--- src/rtl/btime_pkg.sv ---
// Shared types and constants for the ROM download controller.
package btime_pkg;

  localparam int unsigned BTIME_ROM_SIZE = 61440;
  localparam int unsigned BTIME_ADDR_W   = 17;

  typedef enum logic [2:0] {
    StIdle,
    StLoad,
    StDrain,
    StHold,
    StRun,
    StErr
  } dl_state_t;

  typedef struct packed {
    logic [BTIME_ADDR_W-1:0] addr;
    logic [7:0]              data;
  } fifo_entry_t;

endpackage

--- src/rtl/dl_fifo2.sv ---
// Two-entry FIFO with fall-through when empty and push-while-full-with-pop.
module dl_fifo2
  import btime_pkg::*;
(
  input  logic        clk_i,
  input  logic        rst_ni,
  input  logic        push_i,
  input  fifo_entry_t wdata_i,
  input  logic        pop_en_i,
  output logic        space_o,
  output logic        pop_o,
  output fifo_entry_t rdata_o,
  output logic        empty_o,
  output logic [1:0]  occ_next_o
);

  logic [1:0]  occ_q, occ_d;
  logic        rd_ptr_q, wr_ptr_q;
  fifo_entry_t mem_q [2];
  logic        bypass, do_wr, do_rd;

  assign empty_o = (occ_q == 2'd0);
  assign space_o = (occ_q != 2'd2) || pop_en_i;
  // An empty FIFO hands an incoming byte straight to the reader.
  assign pop_o   = pop_en_i && (!empty_o || push_i);
  assign bypass  = empty_o && push_i && pop_en_i;
  assign do_wr   = push_i && !bypass;
  assign do_rd   = pop_o && !empty_o;
  assign rdata_o = empty_o ? wdata_i : mem_q[rd_ptr_q];

  always_comb begin
    occ_d = occ_q;
    if (do_wr && !do_rd) begin
      occ_d = occ_q + 2'd1;
    end else if (do_rd && !do_wr) begin
      occ_d = occ_q - 2'd1;
    end
  end

  assign occ_next_o = occ_d;

  always_ff @(posedge clk_i or negedge rst_ni) begin
    if (!rst_ni) begin
      occ_q    <= 2'd0;
      rd_ptr_q <= 1'b0;
      wr_ptr_q <= 1'b0;
    end else begin
      occ_q <= occ_d;
      if (do_rd) rd_ptr_q <= ~rd_ptr_q;
      if (do_wr) wr_ptr_q <= ~wr_ptr_q;
    end
  end

  always_ff @(posedge clk_i) begin
    if (do_wr) mem_q[wr_ptr_q] <= wdata_i;
  end

endmodule

--- src/rtl/rom_dl_ctrl.sv ---
// Sequences the HPS ROM download into the core's ROM port and gates core reset
// until a complete, correctly sized image has been written.
module rom_dl_ctrl
  import btime_pkg::*;
#(
  parameter int unsigned ROM_SIZE    = BTIME_ROM_SIZE,
  parameter int unsigned HOLD_CYCLES = 16,
  parameter int unsigned ADDR_W      = BTIME_ADDR_W
) (
  input  logic              clk_sys,
  input  logic              reset_n,
  input  logic              ioctl_download,
  input  logic              ioctl_wr,
  input  logic [24:0]       ioctl_addr,
  input  logic [7:0]        ioctl_dout,
  output logic              ioctl_wait,
  output logic [ADDR_W-1:0] dn_addr,
  output logic [7:0]        dn_data,
  output logic              dn_wr,
  input  logic              dn_busy,
  output logic              core_reset,
  output logic              rom_loaded,
  output logic              rom_err
);

  localparam int unsigned HoldW = (HOLD_CYCLES > 1) ? $clog2(HOLD_CYCLES) : 1;

  dl_state_t         state_q, state_d;
  logic [17:0]       count_q, count_d;
  logic [HoldW-1:0]  hold_q, hold_d;
  logic              err_q, err_d;
  logic              wait_q, wait_d;
  logic              dn_wr_q, dn_wr_d;
  logic [ADDR_W-1:0] dn_addr_q, dn_addr_d;
  logic [7:0]        dn_data_q, dn_data_d;
  logic              core_reset_q, core_reset_d;
  logic              rom_loaded_q, rom_loaded_d;
  logic              rom_err_q, rom_err_d;

  logic        wr_req, accept, in_range, push, pop_en;
  logic        fifo_space, fifo_pop, fifo_empty;
  logic [1:0]  fifo_occ_next;
  fifo_entry_t wr_entry, rd_entry;

  assign pop_en   = ((state_q == StLoad) || (state_q == StDrain)) && !dn_busy;
  assign wr_req   = (state_q == StLoad) && ioctl_wr;
  assign accept   = wr_req && fifo_space;
  assign in_range = ioctl_addr < 25'(ROM_SIZE);
  assign push     = accept && in_range;
  assign wr_entry = '{addr: ioctl_addr[ADDR_W-1:0], data: ioctl_dout};

  dl_fifo2 u_fifo (
    .clk_i      (clk_sys),
    .rst_ni     (reset_n),
    .push_i     (push),
    .wdata_i    (wr_entry),
    .pop_en_i   (pop_en),
    .space_o    (fifo_space),
    .pop_o      (fifo_pop),
    .rdata_o    (rd_entry),
    .empty_o    (fifo_empty),
    .occ_next_o (fifo_occ_next)
  );

  always_comb begin
    state_d   = state_q;
    count_d   = count_q;
    hold_d    = hold_q;
    err_d     = err_q;
    rom_err_d = rom_err_q;
    unique case (state_q)
      StIdle: if (ioctl_download) state_d = StLoad;
      StLoad: begin
        if (accept && (count_q != '1)) count_d = count_q + 18'd1;
        // Sticky: a dropped byte or an out-of-range address spoils the image.
        if ((wr_req && !fifo_space) || (accept && !in_range)) err_d = 1'b1;
        if (!ioctl_download) state_d = StDrain;
      end
      StDrain: begin
        if (fifo_empty) begin
          state_d = ((count_q == 18'(ROM_SIZE)) && !err_q) ? StHold : StErr;
        end
      end
      StHold: begin
        if (ioctl_download) begin
          state_d = StLoad;
        end else if (hold_q == HoldW'(HOLD_CYCLES - 1)) begin
          state_d = StRun;
        end else begin
          hold_d = hold_q + HoldW'(1);
        end
      end
      StRun, StErr: if (ioctl_download) state_d = StLoad;
      default: state_d = StIdle;
    endcase

    if ((state_d == StLoad) && (state_q != StLoad)) begin
      count_d   = '0;
      err_d     = 1'b0;
      rom_err_d = 1'b0;
    end
    if (state_d != StHold) hold_d = '0;
    if (state_d == StErr) rom_err_d = 1'b1;

    dn_wr_d      = fifo_pop;
    dn_addr_d    = fifo_pop ? rd_entry.addr : dn_addr_q;
    dn_data_d    = fifo_pop ? rd_entry.data : dn_data_q;
    wait_d       = (fifo_occ_next == 2'd2);
    core_reset_d = (state_d != StRun);
    rom_loaded_d = (state_d == StRun);
  end

  always_ff @(posedge clk_sys or negedge reset_n) begin
    if (!reset_n) begin
      state_q      <= StIdle;
      count_q      <= '0;
      hold_q       <= '0;
      err_q        <= 1'b0;
      wait_q       <= 1'b0;
      dn_wr_q      <= 1'b0;
      dn_addr_q    <= '0;
      dn_data_q    <= '0;
      core_reset_q <= 1'b1;
      rom_loaded_q <= 1'b0;
      rom_err_q    <= 1'b0;
    end else begin
      state_q      <= state_d;
      count_q      <= count_d;
      hold_q       <= hold_d;
      err_q        <= err_d;
      wait_q       <= wait_d;
      dn_wr_q      <= dn_wr_d;
      dn_addr_q    <= dn_addr_d;
      dn_data_q    <= dn_data_d;
      core_reset_q <= core_reset_d;
      rom_loaded_q <= rom_loaded_d;
      rom_err_q    <= rom_err_d;
    end
  end

  assign ioctl_wait = wait_q;
  assign dn_wr      = dn_wr_q;
  assign dn_addr    = dn_addr_q;
  assign dn_data    = dn_data_q;
  assign core_reset = core_reset_q;
  assign rom_loaded = rom_loaded_q;
  assign rom_err    = rom_err_q;

endmodule
--- config.mk ---
export PLATFORM = sky130hd
export DESIGN_NAME = rom_dl_ctrl
export DESIGN_NICKNAME = d
export VERILOG_FILES = /design/src/rtl/btime_pkg.sv /design/src/rtl/dl_fifo2.sv /design/src/rtl/rom_dl_ctrl.sv
export SDC_FILE = /design/constraint.sdc
export NUM_CORES = 1
export LEC_CHECK = 0
export BUFFER_PORTS_ARGS = -buffer_cell sky130_fd_sc_hd__buf_4
export CAP_MARGIN = 20
export CORE_ASPECT_RATIO = 1.75
export CORE_MARGIN = 2
export CORE_UTILIZATION = 47
export DETAILED_ROUTE_END_ITERATION = 6
export GPL_TIMING_DRIVEN = 0
export PLACE_DENSITY_LB_ADDON = 0.2
export SYNTH_ARGS = -nofsm -noshare
export SYNTH_HDL_FRONTEND = slang
export SYNTH_SLANG_ARGS = --single-unit
--- constraint.sdc ---
create_clock -name clk_sys -period 2.4 [get_ports clk_sys]
set_input_delay 0.6 -clock clk_sys [delete_from_list [all_inputs] [get_ports clk_sys]]
set_output_delay 0.6 -clock clk_sys [all_outputs]
set_load 0.02 [all_outputs]
* Word level (Yosys, flattened, before mapping)
Memories as Yosys holds them, arrays and structs flattened.
Cells that the tools add are included.
** Storage, ports and cells
- Register bits after elaboration :: 60
- Memory bits (writable) :: 50
- Input port bits :: 38
- Output and inout port bits :: 30
- Word-level logic and storage cells :: 103
- Memories kept :: 1
** Memories
- u_fifo.mem_q :: depth 2, width 25, rd ports 1, clocked after Yosys merged registers in 0, write ports 1, line dl_fifo2.sv:19 : fifo_entry_t mem_q [2];
** Cells by class
- Add/sub/neg operators :: 4
- Magnitude comparators :: 1
- Eq/ne operators :: 18
- Multiplexer cells :: 24
- Bitwise operators :: 2
- Reduce and logical (&&, ||, !) cells :: 39
** Operators with widths (count)
- $mux 18 :: 3
- $lt 25x16->1 const B :: 1
- $mux 25 :: 1
- $add 18x1->18 const B :: 1
- $eq 18x16->1 const B :: 1
- $mux 3 :: 6
- $ne 18x18->1 const B :: 1
- $logic_and 1x1->1 :: 16
- $mux 4 :: 4
- $eq 3x3->1 const B :: 4
- $pmux 3 s4 :: 1
- $reduce_bool 2->1 :: 5
- $logic_not 1->1 :: 8
- $mux 1 :: 7
- $eq 3x1->1 const B :: 2
- $eq 3x2->1 const B :: 2
- $add 4x1->4 const B :: 1
- $eq 4x4->1 const B :: 1
- $logic_or 1x1->1 :: 4
- $mux 2 :: 2
- $ne 2x1->1 const B :: 2
- $reduce_and 2->1 :: 2
- $logic_not 3->1 :: 1
- $ne 3x1->1 const B :: 1
- other kinds (10) :: 11

* Logic depth before layout (Yosys ltp)
Gate-level depths: netlist of the first run.
- Word-level depth :: 15
- Mapped depth :: 8

* Hierarchy
Synthesis of the first run repeated with hierarchy kept, for this count alone.
** Second synthesis, totals
- Cell total of the unflattened synthesis :: 409
- Area total of the unflattened synthesis :: 5106.1 um^2
** By module, submodules not included
- rom_dl_ctrl :: times used 1, cells each 251, area each 2817.7 um^2, seq. area each 1402.6 um^2
- dl_fifo2 :: times used 1, cells each 158, area each 2288.4 um^2, seq. area each 1601.5 um^2

* Worst setup path after synthesis of the first run
Ideal clock, no wire load.
- Path kind :: in2reg
- Start :: input port ioctl_addr[24]
- End :: memory u_fifo.mem_q[0][0] (netlist bit), enable pin
- Library setup time :: 0.407 ns
- Arrival :: 2.419 ns
- Required time :: 1.993 ns
- Slack :: -0.426 ns
- Stages :: 4
- Buffers on the path :: 0
- Cells stage by stage :: nor4_1 -> and4_1 -> o211ai_1 -> nor2_1
** Between the ends
- Longest elaborated chain between the ends :: 8
** Ends and longest elaborated chain
- start: declaration :: line rom_dl_ctrl.sv:14 : input logic [24:0] ioctl_addr,
- $lt 25x16->1 * :: line rom_dl_ctrl.sv:48 : assign in_range = ioctl_addr < 25'(ROM_SIZE);
- $logic_and 1x1->1 * :: line rom_dl_ctrl.sv:49 : assign push = accept && in_range;
- $logic_and 1x1->1 (2 in series) :: line dl_fifo2.sv:26 : assign bypass = empty_o && push_i && pop_en_i;
- $logic_not 1->1 :: line dl_fifo2.sv:27 : assign do_wr = push_i && !bypass;
- $logic_and 1x1->1 * :: line dl_fifo2.sv:27
- $mux 1 * :: line dl_fifo2.sv:55 : if (do_wr) mem_q[wr_ptr_q] <= wdata_i;
- $mux 1 (implied by the code) * :: line dl_fifo2.sv:55
- end: declaration :: line dl_fifo2.sv:19
Every way passes the cells marked *; elsewhere a longest branch is shown, timed or not.

* Worst setup path in the final report of the first run
- Start :: register u_fifo.occ_q[0]
- End :: memory u_fifo.mem_q[0][10] (netlist bit), enable pin
** Between the ends
- Longest elaborated chain between the ends :: 10
** Ends and longest elaborated chain
- start: declaration :: line dl_fifo2.sv:17 : logic [1:0] occ_q, occ_d;
- start signal: assignment :: line dl_fifo2.sv:44 : occ_q <= 2'd0;
- start signal: assignment :: line dl_fifo2.sv:48 : occ_q <= occ_d;
- $ne 2x2->1 :: line dl_fifo2.sv:23 : assign space_o = (occ_q != 2'd2) || pop_en_i;
- $logic_or 1x1->1 :: line dl_fifo2.sv:23
- $logic_and 1x1->1 :: line rom_dl_ctrl.sv:47 : assign accept = wr_req && fifo_space;
- $logic_and 1x1->1 :: line rom_dl_ctrl.sv:49
- $logic_and 1x1->1 (2 in series) :: line dl_fifo2.sv:26
- $logic_not 1->1 :: line dl_fifo2.sv:27
- $logic_and 1x1->1 * :: line dl_fifo2.sv:27
- $mux 1 * :: line dl_fifo2.sv:55
- $mux 1 (implied by the code) * :: line dl_fifo2.sv:55
Marked as above.

==> reports/metrics.cfg, run 1 <==
[global_routing]
grt_pass1_vias=3567
grt_overflow=0
grt_pass1_wl_mm=17.3
globalRouteTotalUtil_pct=19.9
antenna_found_initial=0
grt_max_degree=61

[clock_tree]
clock_path_buffers=2
h-tree-depth=3
clkTransAtPathRegs_ns=0.07
insertion_delay_ns=0.35
cts_tree=built
clock-sinks=110
numCtsBuffers=9
root_buffer=clkbuf_16

[setup_path]
worstReg2RegStart=u_fifo.occ_q[0]
crit_chain=inv_1, ha_1, clkbuf_1, inv_1, o211ai_1, nor2_4, buf_16
worstRegToRegCells=7
cp.required_ns=2.50
cp-start-kind=register
crit_slowest_cell=o211ai_1
crit_type=register to register
end_kind=register
cpPeakStageDelay_ns=0.47
r2r_slack_ns=0.26
crit_fanout=16
crit_top_cell=inv_1
worstPathArrival_ns=2.25
r2r-end=u_fifo.mem_q[0][10]

[placement]
dp_hpwl_mm=7.62
place_congestion=0.829
port_buffers=67

[timing]
slew-limit-headroom_pct=47.4
worst_slew_pin_slew_ns=0.789
period_needed_ns=2.14
hold_viol_final=0
finalMaxSlewViolations=0
fmaxAchievable_mhz=467
rsz0062_at_grt=no
finalSetupViolations=0
hold_slack_ns=0.332
fin_crit_sh_pct=89.2
clock_skew_ns=0.00594

[floorplanning]
fp.coreArea_um2=10300
die_x_um=81.6
dieArea_um2=11400
pin_count=68
start_util_pct=48.1
rows=49
die_y_um=140

[synth]
synth_area_leaders=edfxtp_1, dfrtp_1, mux2i_1
synth_cell_types=59
yosys.area_share.simple_pct=15.6
syn_area_um2=4950
synth_compound_area_share_pct=10.6
synth_top_family_by_area=simple AND/OR/NAND/NOR gates
synthMuxAreaShare_pct=5.66
synth_edf_count=50
synth_adder_area_share_pct=1.26
ys_ff_latch=110
synth_async_sr_flop_share_pct=54.5
yosys_warnings=0
seq_area_frac_synth_pct=60.6
syn_inst=423
synthesis.nets=466
synth_top_area_share_pct=30.3
ys.flop_type=dfrtp_1
avgSynthCellArea_um2=11.7
post-synth-top-area-cell=edfxtp_1
synthXorXnorAreaFrac_pct=3.18

[drt]
detail_route.vias_per_cell=5.41
dr.pass1.iters=4
postRouteAntennaNets=0
wl_mm=10.7
drc=0
vias=3457
drtIter0Drc=122
drt-wirelength-per-cell_um=16.8

[pwr]
combPwrFrac_pct=39.9
p_clk_share_pct=21.6
p_seq_share_pct=38.5
p_per_area_nw_per_um2=1060
p_switching_uw=2370
switching_share_pct=37.3
p_leak_uw=0.00248
intPower_uw=3990
power_uw=6360
ir_drop_mv=0.523

[layout]
drive_above_1_share_pct=24.0
mostFrequentLayoutCells=buf_4, dfrtp_1, edfxtp_1, nor2_1, nand2_1
mostFrequentLayoutCell=buf_4
fin_nets=550
diodes=0
area_growth_pct=20.9

[outcome]
status=completed

[min_path]
worstHoldPathType=input pin to asynchronous set/reset pin

[run]
maxCapViolCount=0

critical path: cells and delay by family, from the launching register on:
kind                     cells  cell delay [ns]
buffers and inverters        4             0.75
AO/OA/AOI/OAI                1             0.47
flip-flops                   1             0.42
adder cells (fa/ha/maj)      1             0.14
AND/OR/NAND/NOR              1             0.12
power by group through the flow:
| stage | registers, uW | logic (uW) | clock network (uW) |
|---|---|---|---|
| after detailed placement | 2480 | 2580 | 0 |
| after floorplan | 2720 | 1480 | 0 |
| after CTS | 2450 | 2590 | 1420 |
| after global routing | 2480 | 2830 | 1490 |
| final | 2450 | 2540 | 1380 |
| after global placement | 2470 | 2530 | 0 |
cells by family after synthesis:
family / after synthesis
flops: 110
fa+ha+maj: 5
buf+inv: 32
simple gates: 145
compound gates: 85
xor+xnor: 18
mux: 28
how the worst max path moves through the flow:
stage,from,endpoint,slack [ns],depth (start not counted)
detailed placement,ioctl_addr[24],u_fifo.mem_q[0][11],-0.44,6
global placement,ioctl_addr[24],u_fifo.mem_q[1][12],-0.81,5
global route,u_fifo.occ_q[0],u_fifo.mem_q[1][3],0.07,7
CTS,ioctl_addr[24],u_fifo.mem_q[0][17],-0.08,6
floorplan,ioctl_addr[24],u_fifo.mem_q[0][0],-0.05,4
finish,u_fifo.occ_q[0],u_fifo.mem_q[0][10],0.26,7
what timing repair did:
item,in CTS,in global routing
setup buffers,0,4
resized for setup,0,2
pin swaps,0,3
endpoints found under the setup margin,32,50
cloned,0,0
hold buffers,0,0
area by class of cell:
type                       count  area (um^2)
tap                          127          159
clock buffer                  10          229
timing repair buffer          73          588
sequential                   110         3000
multi-input combinational    281         1810
inverter                      12         45.0
fill                         898         4310
buffer                        20          105
clock inverter                 6         43.8
stage by stage:
step | setup TNS (ns) | util (%) | setup slack [ns] | cells | area, um^2
2_1_floorplan | -2.35 | - | -0.0469 | 423 | 4960
3_3_place_gp | -40.39 | 54.6 | -0.810 | 617 | 5620
3_5_place_dp | -18.68 | 55.1 | -0.442 | 619 | 5680
4_1_cts | -1.97 | 57.8 | -0.0777 | 635 | 5950
5_1_grt | 0 | 58.1 | 0.0681 | 639 | 5990
6_report | 0 | 58.1 | 0.258 | 639 | 5990
state kept, by name, summed over array words and instances (netlist names):
| register | count |
|---|---|
| u_fifo.mem_q | 50 |
| core_reset | 1 |
| rom_loaded | 1 |
| dn_data | 8 |
| hold_q | 4 |
| rom_err | 1 |
| dn_addr | 17 |
| u_fifo.occ_q | 2 |
| u_fifo.wr_ptr_q | 1 |
| state_q | 3 |
| u_fifo.rd_ptr_q | 1 |
| ioctl_wait | 1 |
| err_q | 1 |
| count_q | 18 |
| dn_wr | 1 |
metal layers:
| layer | GRT usage (%) | routed length [um] | share of wire (%) |
|---|---|---|---|
| met2 | 36.7 | 6070 | 57 |
| met4 | 7.89 | 277 | 2.6 |
| met1 | 21.8 | 4000 | 37 |
| met3 | 3.50 | 370 | 3.5 |
| met5 | 0 | 0 | 0 |
synthesized netlist by cell type, types with 2 or more instances:
master	n
a211oi_1	3
a21o_1	2
a21oi_1	32
a22o_1	2
a31oi_2	2
and2_1	2
and3_1	2
and4_1	3
and4bb_2	2
buf_1	3
buf_2	9
buf_4	3
clkbuf_1	4
dfrtp_1	59
edfxtp_1	50
ha_1	5
inv_1	12
mux2i_1	28
nand2_1	41
nand3_1	6
nand4_1	5
nor2_1	51
nor3_1	3
nor3b_1	2
nor4_1	4
nor4_2	5
o211ai_1	2
o21ai_0	6
o21ai_1	26
or3_1	4
xnor2_1	16
xor2_1	2
Note: power is estimated with default switching activity, not from simulation.
==> run 2: changes to the inputs <==
--- a/config.mk
+++ b/config.mk
@@ -13,6 +13,7 @@
 export DETAILED_ROUTE_END_ITERATION = 6
 export GPL_TIMING_DRIVEN = 0
 export PLACE_DENSITY_LB_ADDON = 0.2
+export RECOVER_POWER = 50
 export SYNTH_ARGS = -nofsm -noshare
 export SYNTH_HDL_FRONTEND = slang
 export SYNTH_SLANG_ARGS = --single-unit
==> reports/metrics.cfg, run 2 (synthesized netlist as in run 1, its figures left out) <==
[outcome]
status=finished with violations
violations=capacitance limit, slew limit

[floorplanning]
fp.coreArea_um2=10300  ; unchanged
dieArea_um2=11400  ; unchanged
die_y_um=140  ; unchanged
die_x_um=81.6  ; unchanged
pin_count=68  ; unchanged
start_util_pct=48.1  ; unchanged
rows=49  ; unchanged

[setup_path]
crit_chain=inv_1, ha_1, clkbuf_1, inv_1, o211ai_1, nor2_4, buf_16
crit_slowest_cell=o211ai_1
crit_type=register to register
cp-start-kind=register
crit_top_cell=inv_1
worstPathArrival_ns=2.25  ; about the same
end_kind=register
cpPeakStageDelay_ns=0.47  ; about the same
crit_fanout=16  ; unchanged
cp.required_ns=2.51  ; about the same

[drt]
drc=0  ; unchanged
drtIter0Drc=115  ; -5.7%
postRouteAntennaNets=0  ; unchanged
vias=3462  ; +0.14%
drt-wirelength-per-cell_um=16.7  ; -0.29%
detail_route.vias_per_cell=5.42  ; +0.14%
wl_mm=10.7  ; -0.29%
dr.pass1.iters=4  ; unchanged

[timing]
period_needed_ns=2.15  ; +0.00404 ns
clock_skew_ns=0.00578  ; -0.000156 ns
hold_slack_ns=0.476  ; +0.144 ns
hold_viol_final=0  ; unchanged
fin_crit_sh_pct=89.4  ; +0.17 points
finalMaxSlewViolations=61  ; +61
setup_ws_ns=0.254  ; -0.00404 ns
fmaxAchievable_mhz=466  ; -0.19%
worst_slew_pin_slew_ns=1.54  ; +0.756 ns
finalSetupViolations=0  ; unchanged
slew-limit-headroom_pct=-3.00  ; -50 points
rsz0062_at_grt=no

[pwr]
ir_drop_mv=0.513  ; -2.0%
power_uw=6250  ; -1.7%
p_leak_uw=0.00233  ; -6.0%
p_per_area_nw_per_um2=1070  ; +0.92%

[layout]
regMostFlops=u_fifo.mem_q
fin_util_pct=56.7  ; -1.5 points
diodes=0  ; unchanged
largest_reg_flops=50  ; unchanged
drive_above_1_share_pct=16.2  ; -7.8 points
mostFrequentLayoutCells=dfrtp_1, edfxtp_1, nor2_1, clkbuf_1, nand2_1
fin_nets=550  ; unchanged
fin_area_um2=5840  ; -2.5%
fillCellCount=941  ; +4.8%
mostFrequentLayoutCell=dfrtp_1
area_growth_pct=17.8

[placement]
port_buffers=67  ; unchanged
post-place-ws_ns=-0.442  ; unchanged
place_congestion=0.829  ; unchanged
dp_hpwl_mm=7.62  ; unchanged
placed_cell_area_um2=5680  ; unchanged

[clock_tree]
cts_tree=built
insertion_delay_ns=0.35  ; about the same
clkTransAtPathRegs_ns=0.07  ; about the same
clock-sinks=110  ; unchanged
h-tree-depth=3  ; unchanged
holdBufCountCts=0  ; unchanged
clock_path_buffers=2  ; unchanged
root_buffer=clkbuf_16
numCtsBuffers=9  ; unchanged

[global_routing]
grt_pass1_vias=3567  ; unchanged
grt_max_degree=61  ; unchanged
globalRouteTotalUtil_pct=19.9  ; unchanged
antenna_found_initial=0  ; unchanged
grt_overflow=0  ; unchanged
grt_pass1_wl_mm=17.3  ; unchanged

[run]
maxCapViolCount=1  ; +1

[min_path]
worstHoldPathType=input pin to register

-- run 2: area by class of cell --
type                            instances  area [um^2]  area share (%)
Buffer                                 20          105            1.80
Clock buffer                           10          229            3.92
Clock inverter                          6         43.8           0.750
Inverter                               12         45.0           0.772
Multi-Input combinational cell        281         1810            31.1
Sequential cell                       110         3000            51.5
Tap cell                              127          159            2.72
Timing Repair Buffer                   73          435            7.46
-- run 2: final timing paths --
kind	endpoint	startpoint	slack, ns	cells after the start
min in group asynchronous	count_q[8]	reset_n	0.64	1
max in group asynchronous	dn_addr[0]	reset_n	0.85	1
worst max-delay path	u_fifo.mem_q[0][10]	u_fifo.occ_q[0]	0.25	7
worst min-delay path	u_fifo.mem_q[1][5]	ioctl_dout[5]	0.48	1
worst min register to register	dn_addr[1]	dn_addr[1]	0.49	2
worst max register to register	u_fifo.mem_q[0][10]	u_fifo.occ_q[0]	0.25	7
-- run 2: power breakdown --
part,internal (uW),switching (uW),total (uW)
registers,2270,169,2440
logic,903,1530,2440
clock network,710,666,1380
total,3890,2370,6250
-- run 2: layer usage --
layer,track usage [%],routed length (um)
met4,7.89,277
met5,0,0
met1,21.8,3980
met3,3.50,359
met2,36.7,6070
-- run 2: critical path, delay by kind of cell, from the launching register on --
family                     cells  cell delay, ns
adders and majority gates      1            0.14
AOI/OAI and AO/OA              1            0.47
DFF                            1            0.42
and+or+nand+nor                1            0.12
buffers and inverters          4            0.74
-- run 2: timing repair --
| item | 4_1_cts | 5_1_grt |
|---|---|---|
| resized for setup | 0 | 2 |
| cloned | 0 | 0 |
| setup buffers | 0 | 4 |
| pin swaps | 0 | 3 |
| endpoints found under the setup margin | 32 | 50 |
-- run 2: per-stage QoR --
step / cells / TNS (ns)
after global routing: 639 / 0
after CTS: 635 / -1.97
final: 639 / 0
after global placement: 617 / -40.39
after floorplan: 423 / -2.35
after detailed placement: 619 / -18.68
==> run 3: changes to the inputs <==
--- a/config.mk
+++ b/config.mk
@@ -13,7 +13,7 @@
 export DETAILED_ROUTE_END_ITERATION = 6
 export GPL_TIMING_DRIVEN = 0
 export PLACE_DENSITY_LB_ADDON = 0.2
-export RECOVER_POWER = 50
+export RECOVER_POWER = 100
 export SYNTH_ARGS = -nofsm -noshare
 export SYNTH_HDL_FRONTEND = slang
 export SYNTH_SLANG_ARGS = --single-unit
==> reports/metrics.cfg, run 3 (synthesized netlist as in run 1, its figures left out) <==
[outcome]
status=finished with violations
violations=capacitance limit, slew limit

[clock_tree]
h-tree-depth=3  ; unchanged
clock_path_buffers=2  ; unchanged
clock-sinks=110  ; unchanged
numCtsBuffers=9  ; unchanged
insertion_delay_ns=0.35  ; about the same
clkTransAtPathRegs_ns=0.07  ; about the same
root_buffer=clkbuf_16
cts_tree=built

[min_path]
worstHoldPathType=input pin to register
hold_start=ioctl_dout[5]
min_to=u_fifo.mem_q[1][5]
whs_path_depth=1  ; unchanged

[timing]
worst_slew_pin_slew_ns=1.55  ; +0.00448 ns
setup_tns_ns=0  ; unchanged
finalMaxSlewViolations=61  ; unchanged
slew-limit-headroom_pct=-3.30  ; -0.30 points
rsz0062_at_grt=no
fmaxAchievable_mhz=461  ; -0.97%
clock_skew_ns=0.00642  ; +0.000640 ns
period_needed_ns=2.17  ; +0.0209 ns
finalSetupViolations=0  ; unchanged
hold_viol_final=0  ; unchanged
fin_crit_sh_pct=90.3  ; +0.87 points

[drt]
postRouteAntennaNets=0  ; unchanged
drt-wirelength-per-cell_um=16.7  ; +0.10%
drc=0  ; unchanged
drtIter0Drc=122  ; +6.1%
vias=3469  ; +0.20%
wl_mm=10.7  ; +0.10%
dr.pass1.iters=4  ; unchanged
detail_route.vias_per_cell=5.43  ; +0.20%

[setup_path]
cp.required_ns=2.49  ; -0.02 ns
crit_top_cell=inv_1
critical-path-top-delay-family=buffers and inverters
crit_slowest_cell=o211ai_1
worstReg2RegStart=u_fifo.occ_q[0]
crit_type=register to register
cpPeakStageDelay_ns=0.47  ; about the same
crit_buf_inv=4  ; unchanged
end_kind=register
crit_fanout=16  ; unchanged
r2r-end=u_fifo.mem_q[1][14]
cp-start-kind=register
r2r_slack_ns=0.23  ; -0.02 ns
worstPathArrival_ns=2.26  ; about the same
worstRegToRegCells=7  ; unchanged
crit_chain=inv_1, ha_1, clkbuf_1, inv_1, o211ai_1, nor2_4, buf_4

[placement]
port_buffers=67  ; unchanged
place_congestion=0.829  ; unchanged
dp_hpwl_mm=7.62  ; unchanged

[pwr]
p_per_area_nw_per_um2=1070  ; +0.22%
p_clk_share_pct=22.6  ; +0.6 points
p_switching_uw=2320  ; -1.9%
combPwrFrac_pct=37.2  ; -1.7 points
switching_share_pct=38.2  ; +0.35 points
p_leak_uw=0.00225  ; -3.8%
p_seq_share_pct=40.2  ; +1.1 points
ir_drop_mv=0.504  ; -1.8%
intPower_uw=3760  ; -3.4%

[global_routing]
grt_overflow=0  ; unchanged
grt_max_degree=61  ; unchanged
antenna_found_initial=0  ; unchanged
globalRouteTotalUtil_pct=19.9  ; unchanged
grt_pass1_wl_mm=17.3  ; unchanged
grt_pass1_vias=3567  ; unchanged

[floorplanning]
die_y_um=140  ; unchanged
die_x_um=81.6  ; unchanged
pin_count=68  ; unchanged
fp.coreArea_um2=10300  ; unchanged
dieArea_um2=11400  ; unchanged
start_util_pct=48.1  ; unchanged
rows=49  ; unchanged

[layout]
drive_above_1_share_pct=11.5  ; -4.7 points
area_growth_pct=14.2
diodes=0  ; unchanged
fin_nets=550  ; unchanged
mostFrequentLayoutCell=clkbuf_1
mostFrequentLayoutCells=clkbuf_1, dfrtp_1, edfxtp_1, nor2_1, nand2_1
fin_util_pct=54.9  ; -1.7 points
largest_reg_flops=50  ; unchanged
regMostFlops=u_fifo.mem_q

[run]
maxCapViolCount=1  ; unchanged

## run 3: worst max-delay path by stage
stage	startpoint	endpoint	slack, ns	depth (start not counted)
3_3_place_gp	ioctl_addr[24]	u_fifo.mem_q[1][12]	-0.81	5
4_1_cts	ioctl_addr[24]	u_fifo.mem_q[0][17]	-0.08	6
2_1_floorplan	ioctl_addr[24]	u_fifo.mem_q[0][0]	-0.05	4
3_5_place_dp	ioctl_addr[24]	u_fifo.mem_q[0][11]	-0.44	6
6_report	u_fifo.occ_q[0]	u_fifo.mem_q[1][14]	0.23	7
5_1_grt	u_fifo.occ_q[0]	ioctl_wait	0.04	7
## run 3: per-layer routing
metal | GRT usage [%] | part of all wire (%)
met5 | 0 | 0
met4 | 7.89 | 2.6
met3 | 3.50 | 3.6
met2 | 36.7 | 57
met1 | 21.8 | 37
## run 3: through the flow
| step | setup slack (ns) | hold WS, ns | instance area (um^2) | std cells | power (uW) |
|---|---|---|---|---|---|
| global placement | -0.810 | 0.476 | 5620 | 617 | 5000 |
| global route | 0.0364 | 0.489 | 5660 | 639 | 6510 |
| detailed placement | -0.442 | 0.480 | 5680 | 619 | 5060 |
| CTS | -0.0777 | 0.361 | 5950 | 635 | 6450 |
| finish | 0.233 | 0.476 | 5660 | 639 | 6080 |
| floorplan | -0.0469 | 0.304 | 4960 | 423 | 4200 |
## run 3: timing repair
item | CTS | global route
resized for setup | 0 | 2
gates cloned | 0 | 0
pin swaps | 0 | 3
hold buffers | 0 | 0
endpoints found under the setup margin | 32 | 50
buffers inserted | 0 | 4
## run 3: power by group through the flow
stage	registers, uW	clock network, uW	logic (uW)
floorplan	2720	0	1480
global placement	2470	0	2530
detailed placement	2480	0	2580
CTS	2450	1420	2590
global route	2480	1490	2540
finish	2440	1380	2260
## run 3: cell type report
| cell class | instances | area [um^2] |
|---|---|---|
| flip-flops and latches | 110 | 3000 |
| clock buffers | 10 | 229 |
| fillers | 971 | 4640 |
| plain buffers | 20 | 101 |
| well taps | 127 | 159 |
| multi-input cells | 281 | 1750 |
| repair buffers | 73 | 332 |
| clock inverters | 6 | 43.8 |
| inverters | 12 | 45.0 |
